==> src/rtl/hazard_stall_ctrl.sv <==
// RV32I pipeline hazard/stall controller with dcache-miss stall FSM and watchdog.
// Optional perf counters are enabled with `define HAZARD_PERF_CNT_EN.
module hazard_stall_ctrl #(
  parameter int MISS_TIMEOUT = 1024,
  parameter int TO_CNT_W     = 11
) (
  input  logic       clk,
  input  logic       rst,
  input  logic [4:0] reg1_srcD,
  input  logic [4:0] reg2_srcD,
  input  logic [4:0] reg1_srcE,
  input  logic [4:0] reg2_srcE,
  input  logic [4:0] reg_dstE,
  input  logic [4:0] reg_dstM,
  input  logic [4:0] reg_dstW,
  input  logic       reg_write_enM,
  input  logic       reg_write_enW,
  input  logic       load_E,
  input  logic       br,
  input  logic       jalr,
  input  logic       jal,
  input  logic       mem_req_M,
  input  logic       dcache_miss,
  output logic       flushF,
  output logic       flushD,
  output logic       flushE,
  output logic       flushM,
  output logic       flushW,
  output logic       bubbleF,
  output logic       bubbleD,
  output logic       bubbleE,
  output logic       bubbleM,
  output logic       bubbleW,
  output logic [1:0] op1_sel,
  output logic [1:0] op2_sel,
  output logic       err_timeout
`ifdef HAZARD_PERF_CNT_EN
  ,
  output logic [31:0] stall_cycles,
  output logic [31:0] loaduse_cnt,
  output logic [31:0] flush_cnt
`endif
);

  typedef enum logic {RUN, MISS} state_e;

  state_e              state_q, state_d;
  logic [TO_CNT_W-1:0] cnt_q, cnt_d;
  logic                err_q, err_d;
  logic                miss_stall;
  logic                load_use;
  logic                br_flush;
  logic                jal_flush;

  function automatic logic [1:0] fwd_sel(
    input logic [4:0] src,
    input logic       wen_m,
    input logic [4:0] dst_m,
    input logic       wen_w,
    input logic [4:0] dst_w
  );
    logic [1:0] sel;
    sel = 2'b00;
    if (src != 5'd0) begin
      if (wen_m && dst_m == src)      sel = 2'b01;
      else if (wen_w && dst_w == src) sel = 2'b10;
    end
    return sel;
  endfunction

  always_comb begin
    miss_stall = dcache_miss &
                 ((state_q == RUN && mem_req_M) || state_q == MISS);
    load_use   = ~miss_stall & load_E & (reg_dstE != 5'd0) &
                 ((reg_dstE == reg1_srcD) | (reg_dstE == reg2_srcD));
    br_flush   = ~miss_stall & ~load_use & (br | jalr);
    jal_flush  = ~miss_stall & ~load_use & ~(br | jalr) & jal;
  end

  always_comb begin
    state_d = state_q;
    cnt_d   = '0;
    err_d   = err_q;
    unique case (state_q)
      RUN: begin
        if (mem_req_M && dcache_miss) state_d = MISS;
      end
      MISS: begin
        if (dcache_miss)
          cnt_d = (&cnt_q) ? cnt_q : cnt_q + 1'b1;
        else
          state_d = RUN;
      end
      default: state_d = RUN;
    endcase
    if (cnt_d >= TO_CNT_W'(MISS_TIMEOUT)) err_d = 1'b1;
  end

  always_ff @(posedge clk or posedge rst) begin
    if (rst) begin
      state_q <= RUN;
      cnt_q   <= '0;
      err_q   <= 1'b0;
    end else begin
      state_q <= state_d;
      cnt_q   <= cnt_d;
      err_q   <= err_d;
    end
  end

  // Reset forces a full flush regardless of any pending hazard.
  always_comb begin
    flushF  = 1'b0;
    flushD  = br_flush | jal_flush;
    flushE  = load_use | br_flush;
    flushM  = 1'b0;
    flushW  = 1'b0;
    bubbleF = miss_stall | load_use;
    bubbleD = miss_stall | load_use;
    bubbleE = miss_stall;
    bubbleM = miss_stall;
    bubbleW = miss_stall;
    op1_sel = fwd_sel(reg1_srcE, reg_write_enM, reg_dstM,
                      reg_write_enW, reg_dstW);
    op2_sel = fwd_sel(reg2_srcE, reg_write_enM, reg_dstM,
                      reg_write_enW, reg_dstW);
    if (rst) begin
      flushF  = 1'b1;
      flushD  = 1'b1;
      flushE  = 1'b1;
      flushM  = 1'b1;
      flushW  = 1'b1;
      bubbleF = 1'b0;
      bubbleD = 1'b0;
      bubbleE = 1'b0;
      bubbleM = 1'b0;
      bubbleW = 1'b0;
      op1_sel = 2'b00;
      op2_sel = 2'b00;
    end
  end

  assign err_timeout = err_q;

`ifdef HAZARD_PERF_CNT_EN
  logic [31:0] stall_q, lu_q, fl_q;

  always_ff @(posedge clk or posedge rst) begin
    if (rst) begin
      stall_q <= '0;
      lu_q    <= '0;
      fl_q    <= '0;
    end else begin
      if (miss_stall) stall_q <= stall_q + 32'd1;
      if (load_use)   lu_q    <= lu_q + 32'd1;
      if (br_flush)   fl_q    <= fl_q + 32'd1;
    end
  end

  assign stall_cycles = stall_q;
  assign loaduse_cnt  = lu_q;
  assign flush_cnt    = fl_q;
`endif

endmodule
==> config.mk <==
export PLATFORM = sky130hd
export DESIGN_NAME = hazard_stall_ctrl
export DESIGN_NICKNAME = d
export VERILOG_FILES = /design/src/rtl/hazard_stall_ctrl.sv
export SDC_FILE = /design/constraint.sdc
export NUM_CORES = 1
export LEC_CHECK = 0
export CAP_MARGIN = 20
export CELL_PAD_IN_SITES_DETAIL_PLACEMENT = 0
export CELL_PAD_IN_SITES_GLOBAL_PLACEMENT = 1
export CORE_MARGIN = 1
export CORE_UTILIZATION = 25
export DETAILED_ROUTE_END_ITERATION = 8
export PLACE_DENSITY = 0.87
export SLEW_MARGIN = 20
export SYNTH_ARGS = -nofsm -noshare
export SYNTH_HDL_FRONTEND = slang
export SYNTH_SLANG_ARGS = --single-unit
==> constraint.sdc <==
create_clock -name clk -period 1.6 [get_ports clk]
set_input_delay 0.32 -clock clk [delete_from_list [all_inputs] [get_ports clk]]
set_output_delay 0.32 -clock clk [all_outputs]
set_load 0.02 [all_outputs]
# Word-level counts from Yosys, hierarchy flattened

Cells that the tools add are included.

Add/sub/neg operators: 1
Magnitude comparators: 1
Eq/ne operators: 6
Multiplexer cells: 19
Bitwise operators: 17
Reduce and logical (&&, ||, !) cells: 11

Operators with widths:

| cell                                                            | number |
|---|---|
| 11-bit two-way mux                                              | 3 |
| 5-bit equality test                                             | 6 |
| 2-bit two-way mux                                               | 8 |
| 5-bit nonzero test                                              | 3 |
| 11-bit by 1-bit adder with 11-bit output, second input constant | 1 |
| 11-bit >= comparator, second input constant                     | 1 |
| 11-bit AND reduction                                            | 1 |
| 1-bit AND                                                       | 8 |
| 1-bit two-way mux                                               | 7 |
| 1-bit logical AND                                               | 6 |
| 1-bit bitwise OR                                                | 5 |
| 1-bit NOT                                                       | 4 |
| 1-bit one-hot mux with 2 select lines                           | 1 |
| 1-bit logical OR                                                | 1 |

Register bits: 13
Input bits: 45
Logic and storage cells: 58

# Logic depth before layout (Yosys ltp)

Depth in word-level cells: 14
Depth in mapped cells: 5
Mapped depth without buffers: 5

# Worst setup path after synthesis

Ideal clock, no wire load.

Kind: input -> output
Start: in reg_dstE[0]
End: out bubbleF
Data arrival time: 1.643 ns
Required time: 1.280 ns
Setup slack: -0.363 ns
Stages on the path: 5
Path buffers: 1
Cell sequence: or4_1 o21ai_0 nand2b_1 o21ai_0 buf_4

Word-level cells in the longest chain between the ends: 5
Elaborated cells between the ends (all ways): 8
Classes of those cells: 2 x eq/ne; 1 x mux; 4 x bitwise; 1 x reduce/logical

Ends and longest elaborated chain:

| item                                                             | line   | RTL |
|---|---|---|
| start: declaration                                               | 13     | `input logic [4:0] reg_dstE,` |
| 5-bit equality test / 5-bit nonzero test (equally long branches) | 75, 74 |  |
| 1-bit bitwise OR / 1-bit AND (equally long branches)             | 75, 74 |  |
| 1-bit AND (*)                                                    | 74     | `load_use = ~miss_stall & load_E & (reg_dstE != 5'd0) &` |
| 1-bit bitwise OR (*)                                             | --     |  |
| 1-bit two-way mux (*)                                            | --     |  |
| end: declaration                                                 | 29     | `output logic bubbleF,` |

Mark *: on every way between the ends. The rest lies on a longest branch, timed or not.

# Worst setup path after layout

Start: in reg_dstE[1]
End: out flushD

Word-level cells in the longest chain between the ends: 9
Elaborated cells between the ends (all ways): 13
Classes of those cells: 2 x eq/ne; 1 x mux; 9 x bitwise; 1 x reduce/logical

Ends and longest elaborated chain:

| item                                                             | line   | RTL |
|---|---|---|
| 5-bit equality test / 5-bit nonzero test (equally long branches) | 75, 74 |  |
| 1-bit bitwise OR / 1-bit AND (equally long branches)             | 75, 74 |  |
| 1-bit AND (*)                                                    | 74     |  |
| 1-bit NOT (*)                                                    | 76, 77 |  |
| 1-bit AND (*)                                                    | 76, 77 |  |
| 1-bit AND (2 in series)                                          | 77     | `jal_flush = ~miss_stall & ~load_use & ~(br \| jalr) & jal;` |
| 1-bit bitwise OR (*)                                             | 114    | `flushD = br_flush \| jal_flush;` |
| 1-bit two-way mux (*)                                            | 127    | `if (rst) begin` |
| end: declaration                                                 | 25     | `output logic flushD,` |

Marked as above.

==> flow_summary.toml <==
[placed_design]
portBuffers = 59
dp_hpwl_um = 2490
routabilityCongestion = 0.766
pre_cts_slack_ns = -1.11
dpl_cell_area_um2 = 2000

[timing]
hold_viol = 0
rsz0062_at_grt = "yes"
slew_viol_final = 0
fin_ws_ns = -0.212
relSlewSlack_pct = 72.8
fmax_mhz = 552
tightest_slew_ns = 0.407
fin_crit_sh_pct = 113
layout_min_cycle_time_ns = 1.81
skew_ns = 0.00165
fin_setup_tns_ns = -1.18
final-setup-viol-count = 8

[logic_synthesis]
netlist_instances = 132
syn_nets = 178
synth_area_leaders = "dfrtp_1 (28%), xor2_1 (14%), xnor2_1 (11%)"
synth_area_leader_cell = "dfrtp_1"
synth_cell_types = 30
syn-cell-area_um2 = 1150
seq_area_frac_synth_pct = 28.3
ys_warn_count = 0
ys_ff_latch = 13
yosys.area.top_type_share_pct = 28.3
synth-edff-count = 0
synth-async-reset-ratio_pct = 100
synthFlopType = "dfrtp_1"
syn_avg_cell_area_um2 = 8.70

[pwr]
p_per_area_nw_per_um2 = 471
p_leak_nw = 0.917
ir_worst_vdd_uv = 252

[global_routing]
grt_pass1_vias = 1276
grt_overflow = 0
use_met2_pct = 22.2
grtUsageTotal_pct = 13.1
grtUsageMet1_pct = 16.0
grt_antenna_before_repair = 0
met3_usage_pct = 4.36
grt_pass1_wl_um = 5240
busiest_layer = "met2"
grt_max_degree = 14

[critical_path]
rrSetupSlack_ns = 0.06
ff2ff_path_depth = 6
cp_max_fo = 2
critPathKind = "in -> out"
reg2reg_from = "cnt_q[1]$_DFF_PP0_"
cp.required_ns = 1.28
worst_setup_path_start_kind = "primary input"
cp-end-kind = "primary output"
worst_ep_arrival_time_ns = 1.49
r2r_end = "cnt_q[4]$_DFF_PP0_"

[route]
post_drt_wl_per_cell_um = 11.6
ant_nets = 0
totalWireLength_um = 3140
vias = 1241
dr.pass1.iters = 4
via_per_inst = 4.58
drt_iter0_drc = 37
drc_errors = 0

[worst_hold_path]
min_delay_path_depth = 1
hold_class = "reg -> reg"
min_from = "err_timeout$_DFFE_PP0P_"
holdPathEnd = "err_timeout$_DFFE_PP0P_"

[cts]
clockRootBuffer = "clkbuf_8"
cts_buffers = 3
htree_levels = 1
clock_latency_ns = 0.24
cts_num_sinks = 13
hold_buffers = 0
clock_path_buffers = 2
cts_tree = "yes"
clkTransAtPathRegs_ns = 0.06

[run_status]
status = "complete, but fails checks"
violations = "setup timing"

[die]
initial_utilization_pct = 26.2
pin_count = 60
die_height_um = 69.8
rows = 24
die_w_um = 69.8
die_area_um2 = 4870
core_area_um2 = 4380

[final_layout]
area_growth_pct = 82.8
antennaDiodeCount = 0
layout-drive-gt1-share_pct = 45.2
register_area_um2 = 325
multi_input_area_um2 = 903
nets = 266
fillerInstances = 421
fin_area_um2 = 2100

[run]
drv_cap = 0
critical path: stages:
cell and delay [ns]:
buf_6 0.09, or4_4 0.53, o21ai_4 0.16, nand2b_4 0.16, o21a_4 0.12, buf_6 0.10
registers in the layout, indices dropped and copies added, names as in the netlist:
name         flops
err_timeout      1
cnt_q           11
state_q          1
power by group:
part	leakage (nW)	total [W]	switching, W	internal, W
Sequential	0.180	0.000335	0.00000222	0.000333
Combinational	0.712	0.000360	0.000158	0.000202
Clock	0.0255	0.000295	0.000123	0.000172
Total	0.917	0.000989	0.000282	0.000707
Yosys cell counts (3+ instances only):
master,count
nand3_1,5
dfrtp_1,13
xor2_1,19
nand2_1,5
nor2_1,13
nand4_1,3
buf_4,6
inv_1,4
nor3_1,7
xnor2_1,15
a21oi_1,8
o21ai_0,5
or4_1,4
metal layers:
layer,part of all wire (%),routed length (µm)
met5,0,0
met4,1.3,40
met3,7.3,228
met2,49,1530
met1,43,1350
stage by stage:
step	hold slack, ns	cells	total power [W]	utilization [%]
floorplan	0.237	132	0.000477	-
global placement	0.461	265	0.000692	45.6
detailed placement	0.470	265	0.000694	45.6
CTS	0.485	271	0.000989	46.9
global route	0.511	271	0.00105	47.9
finish	0.482	271	0.000989	47.9
cells by family (layout without fill, tap and decap cells):
family / after synthesis / count (layout) / share of synthesized area, %
and+or+nand+nor: 52 / 52 / 27.5
xor gates and xnor gates: 34 / 34 / 25.9
AOI/OAI and AO/OA: 21 / 21 / 11.1
DFF: 13 / 13 / 28.3
buffers and inverters: 10 / 97 / 5.23
adders and majority gates: 1 / 1 / 1.09
muxes: 1 / 1 / 0.871
layout by cell type (no fill, tap or decap), types with 5 or more instances in the layout:
master	n
a21oi_1	6
nor2_1	10
buf_4	28
nand2_1	5
nand3_1	5
clkdlybuf4s50_1	9
xnor2_1	15
dlygate4sd2_1	11
dfrtp_1	13
xor2_1	18
buf_2	15
buf_6	18
worst max-delay path by stage:
| stage | startpoint | endpoint | cells past startpoint | slack (ns) |
|---|---|---|---|---|
| after floorplan | reg_dstE[2] | flushE | 4 | -0.12 |
| after global placement | reg_dstE[0] | flushD | 6 | -1.06 |
| after detailed placement | reg_dstE[0] | flushD | 6 | -1.11 |
| after CTS | reg_dstE[0] | flushD | 6 | -0.21 |
| after global routing | reg_dstE[0] | bubbleF | 8 | -0.25 |
| final | reg_dstE[1] | flushD | 6 | -0.21 |
cell type report:
cell class | count | share of cell area [%]
flip-flops and latches | 13 | 15.5
inverters | 4 | 0.715
clock inverters | 1 | 0.238
well taps | 52 | 3.10
multi-input cells | 109 | 43.0
clock buffers | 3 | 1.97
repair buffers | 89 | 35.5
what timing repair did:
action,CTS,global route
setup endpoints to repair,15,11
pin swaps,33,21
gates resized for setup,196,19
buffers inserted,2,1
Power figures use the tool's default switching activity.
